--- config.mk ---
export PLATFORM = sky130hd
export DESIGN_NAME = fwd_unit
export DESIGN_NICKNAME = d
export VERILOG_FILES = /design/src/rtl/fwd_pkg.sv /design/src/rtl/fwd_match.sv /design/src/rtl/fwd_unit.sv
export SDC_FILE = /design/constraint.sdc
export NUM_CORES = 1
export LEC_CHECK = 0
export CORE_UTILIZATION = 29
export DETAILED_ROUTE_END_ITERATION = 7
export REMOVE_ABC_BUFFERS = 1
export SLEW_MARGIN = 20
export SYNTH_ARGS = -nofsm -noshare
export SYNTH_HDL_FRONTEND = slang
export SYNTH_SLANG_ARGS = --single-unit
--- constraint.sdc ---
create_clock -name clk -period 4.1 [get_ports clk]
set_input_delay 0.82 -clock clk [delete_from_list [all_inputs] [get_ports clk]]
set_output_delay 0.82 -clock clk [all_outputs]
set_load 0.05 [all_outputs]
--- src/rtl/fwd_pkg.sv ---
// Shared types for the EXE-stage operand forwarding unit.
// Select codes match the operand mux encoding in EXE.
package fwd_pkg;

    localparam int REG_AW_DEF = 5;

    typedef enum logic [1:0] {
        FWD_RF       = 2'b00,
        FWD_ALU_MEM  = 2'b01,
        FWD_WB       = 2'b10,
        FWD_LOAD_MEM = 2'b11
    } fwd_sel_e;

    typedef struct packed {
        logic                  valid;
        logic [REG_AW_DEF-1:0] rd;
        logic                  reg_write;
        logic                  mem_read;
    } stage_info_t;

endpackage

--- src/rtl/fwd_match.sv ---
// Per-source forward select: youngest producer wins, x0 never forwards.
// Purely combinational; one copy per source operand.
module fwd_match
    import fwd_pkg::*;
(
    input  logic [REG_AW_DEF-1:0] i_src,
    input  stage_info_t           i_ex,
    input  stage_info_t           i_mem,
    output fwd_sel_e              o_sel
);

    logic w_ex_hit;
    logic w_mem_hit;

    assign w_ex_hit  = i_ex.valid && i_ex.reg_write && (i_ex.rd == i_src);
    assign w_mem_hit = i_mem.valid && i_mem.reg_write && (i_mem.rd == i_src);

    // EXE producer (next in MEM) beats MEM producer (next in WB)
    always_comb begin
        o_sel = FWD_RF;
        if (i_src == '0) begin
            o_sel = FWD_RF;
        end else if (w_ex_hit) begin
            o_sel = i_ex.mem_read ? FWD_LOAD_MEM : FWD_ALU_MEM;
        end else if (w_mem_hit) begin
            o_sel = FWD_WB;
        end
    end

endmodule

--- src/rtl/fwd_unit.sv ---
// Forwarding control: tracks EXE/MEM destinations and registers the
// operand selects for the instruction entering EXE, plus an event counter.
module fwd_unit
    import fwd_pkg::*;
#(
    parameter int REG_AW = REG_AW_DEF,
    parameter int CNT_W  = 32
) (
    input  logic              clk,
    input  logic              rst,
    input  logic              stall,
    input  logic              flush_EXE,
    input  logic              valid_ID,
    input  logic [REG_AW-1:0] rs1_ID,
    input  logic [REG_AW-1:0] rs2_ID,
    input  logic [REG_AW-1:0] rd_ID,
    input  logic              reg_write_ID,
    input  logic              mem_read_ID,
    output logic [1:0]        rs_sel,
    output logic [1:0]        rt_sel,
    output logic [CNT_W-1:0]  fwd_cnt
);

    stage_info_t      r_ex;
    stage_info_t      r_mem;
    fwd_sel_e         r_rs_sel;
    fwd_sel_e         r_rt_sel;
    logic [CNT_W-1:0] r_cnt;

    stage_info_t      w_ex_next;
    fwd_sel_e         w_rs_match;
    fwd_sel_e         w_rt_match;
    fwd_sel_e         w_rs_next;
    fwd_sel_e         w_rt_next;
    logic [1:0]       w_inc;
    logic [CNT_W:0]   w_sum;
    logic [CNT_W-1:0] w_cnt_next;

    // Slot captured into EXE; a flush turns it into a bubble
    always_comb begin
        w_ex_next           = '0;
        w_ex_next.valid     = valid_ID & ~flush_EXE;
        w_ex_next.rd        = rd_ID;
        w_ex_next.reg_write = reg_write_ID;
        w_ex_next.mem_read  = mem_read_ID;
    end

    fwd_match u_match_rs (
        .i_src (rs1_ID),
        .i_ex  (r_ex),
        .i_mem (r_mem),
        .o_sel (w_rs_match)
    );

    fwd_match u_match_rt (
        .i_src (rs2_ID),
        .i_ex  (r_ex),
        .i_mem (r_mem),
        .o_sel (w_rt_match)
    );

    // Bubbles never forward; count non-RF selects with saturation
    always_comb begin
        w_rs_next  = w_ex_next.valid ? w_rs_match : FWD_RF;
        w_rt_next  = w_ex_next.valid ? w_rt_match : FWD_RF;
        w_inc      = {1'b0, w_rs_next != FWD_RF}
                   + {1'b0, w_rt_next != FWD_RF};
        w_sum      = {1'b0, r_cnt} + (CNT_W+1)'(w_inc);
        w_cnt_next = w_sum[CNT_W] ? '1 : w_sum[CNT_W-1:0];
    end

    // Pipeline tracking, selects and counter; everything holds on stall
    always_ff @(posedge clk) begin
        if (rst) begin
            r_ex     <= '0;
            r_mem    <= '0;
            r_rs_sel <= FWD_RF;
            r_rt_sel <= FWD_RF;
            r_cnt    <= '0;
        end else if (!stall) begin
            r_mem    <= r_ex;
            r_ex     <= w_ex_next;
            r_rs_sel <= w_rs_next;
            r_rt_sel <= w_rt_next;
            r_cnt    <= w_cnt_next;
        end
    end

    assign rs_sel  = r_rs_sel;
    assign rt_sel  = r_rt_sel;
    assign fwd_cnt = r_cnt;

endmodule

==> impl_results.md <==
- Core Box Area: 8720 sq um
- Power density over cell area: 273 nW/um^2
- CP Capture Type: register
- H-tree levels: 2
- Skew final: 0.00716 ns
- Peak supply drop: 0.184 mV
- Post-Synthesis Cells: 287
- Starting Density: between 20 and 30%
- Synth-to-Final Area Change: 29.6%
- Layout cells sized above 1: just over 8%
- Outcome: finished clean
- Worst hold slack: 0.493 ns
- CP required: between 4 and 5 ns
- Largest cells by area after synthesis: dfxtp_1, xnor2_1, mux2i_1
- Max-cap viol count: 0
- Final weighted congestion in routability-driven placement: 0.794
- TritonRoute pass-1 iters: 4
- Number of antenna violations at the first check in global routing: 0
- Worst slew pin tran: 0.574 ns
- WP data arrival: 3.97 ns
- Fill count: 871
- Area of the mapped netlist: between 2000 and 3000 sq um
- Clock sinks: 51
- Critical path startpoint category: input port
- Final Max Tran Viols: 0
- Root Driver: clkbuf_8
- Global-route wire length before repair: 9820 um
- TNS Setup: 0 ns
- Synth Register Bits: between 50 and 60
- Clock-pin slew on the worst setup and hold paths: 0.09 ns
- CTS Buf Count: 5
- CP Max Fanout: 24
- Synth Flop Type: dfxtp_1
- DR vias: 2166
- Total grt overflow: 0
- Routed WL: just under 6000 um
- FFs w/ async S/R, synth: 0%
- CTS tree: yes
- IO Pins: 58
- Sequential share of the synthesized area: 39.2%
- Share of the synthesized area in the top cell type: 39.2%
- R2R cell count: 13
- FF/Latch Area: 1020 sq um
- Drt via density: about 4.8
- Setup bufs post-CTS: 0
- Drt wl/cell: 13.1 um
- Post-Place Worst Slack: 0.0810 ns
- Drt initial violations: 104
- Clk_lat worst skew: 0.30 ns
- Detail Route Antenna Nets: 0
- Bufs on Longest Clock Path: 2
- Hold-critical path depth: 2
- Tot Pwr: 0.921 mW
- ANT cells: 0
- Yosys synthesis warning count: 0
- # port buffers: 57
- Setup WS post-layout: about 0.36 ns
- Unique masters post-synth: 43
- # DRC: 0
- Pleak: 1.21 nW
- Syn Area/Cell: 9.08 sq um
- Area leader, netlist: dfxtp_1
- Crit Path Class: in -> reg
- Relative slew slack: ~62%
- Fmax: 267 MHz
- RSZ-0062 raised after global routing: no
- Final setup vio count: 0
- Post-CTS resize count: 0
- CTS Hold Buffers Added: 0
- Final HPWL from detailed placement: 4380 um
- Num rows: 34
- Hold/Removal Path Class: reg -> reg
- Fin. Hold Viols: 0
- Die footprint: 9370 sq um
- Largest net degree at the start of global routing: 51
- EDFF count, synth: 0
- GRT Overall Usage: 12.8%
- Final Net Count: 368
- Die Y-Extent: 96.8 um
- Tmin final: 3.74 ns
- Vias in the first global route: approximately 2.0k
- Multi-input logic area: 1490 sq um
- Die X: 96.8 um
- Final period util: 91.2%
==> stage by stage <==
| stage | area [sq um] | utilization (%) | cells |
|---|---|---|---|
| after global routing | 3380 | 38.7 | 452 |
| after detailed placement | 3270 | 37.5 | 445 |
| final | 3380 | 38.7 | 452 |
| after global placement | 3270 | 37.5 | 445 |
| after floorplan | 2540 | - | 275 |
| after CTS | 3380 | 38.7 | 452 |
==> worst paths after layout <==
| check | start | to | slack (ns) |
|---|---|---|---|
| max reg2reg | r_ex[2] | fwd_cnt[8] | 0.97 |
| min reg2reg | rs_sel[0] | rs_sel[0] | 0.49 |
| min | rs_sel[0] | rs_sel[0] | 0.49 |
| max | rs1_ID[4] | fwd_cnt[8] | 0.36 |
==> layer usage <==
layer  up-vias  routed length (um)  track usage (%)
met5         -                   0                0
met3         4                 208             2.75
li1       1120                   -                -
met1      1001                2980             17.6
met4         0                  63             4.59
met2        41                2650             19.6
==> cells in the final DEF, fill, tap and decap left out, types with 7 or more instances in the layout <==
master and n:
xnor2_1 28, xor2_1 12, nand3_1 9, nand2_1 20, inv_1 7, nor3_1 17
dfxtp_1 51, clkdlybuf4s50_1 56, a21oi_1 27, mux2i_1 16, nor2_1 26
==> worst max-delay path: stages <==
cell,delay (ns)
clkdlybuf4s50_1,0.53
xnor2_1,0.15
nand3_1,0.10
nor3_1,0.32
a21o_1,0.16
nand2_1,0.07
fa_1,0.43
inv_1,0.07
ha_1,0.15
and3b_1,0.20
nand4_2,0.25
nor2_4,0.28
nand2_4,0.23
a21oi_1,0.21
==> power by group <==
part	leakage, nW	total [mW]	internal, mW	switching (mW)
Combinational	0.751	0.0739	0.0397	0.0343
Sequential	0.413	0.509	0.502	0.00765
Clock	0.0513	0.338	0.179	0.159
==> cells by family after synthesis <==
logic type	Yosys count	synth area share (%)
compound gates	49	11.9
mux	17	6.58
buf+inv	19	3.70
xor+xnor	40	13.4
simple gates	109	24.0
flops	51	39.2
fa+ha+maj	2	1.25
==> flip-flops by register name, indices dropped and copies added (netlist names) <==
name / count
r_ex: 8
rs_sel: 2
r_mem: 7
rt_sel: 2
fwd_cnt: 32
==> final cells by class <==
| cell class | count | share of cell area [%] |
|---|---|---|
| clock buffers | 6 | 2.15 |
| clock inverters | 1 | 0.889 |
| inverters | 7 | 0.778 |
| multi-input cells | 217 | 44.1 |
| flip-flops and latches | 51 | 30.2 |
| well taps | 108 | 4.00 |
| repair buffers | 62 | 17.9 |
==> cell usage after synthesis (all sizes together) (3+ instances only) <==
library cell	count
and2	3
and3	6
clkbuf	7
dfxtp	51
xor2	12
buf	5
xnor2	28
a211oi	3
inv	7
and4	5
nand3	9
mux2i	16
nand4	7
nor3	19
nor2b	3
a21oi	32
nor2	27
nand2	21
Note: power is estimated with default switching activity, not from simulation.
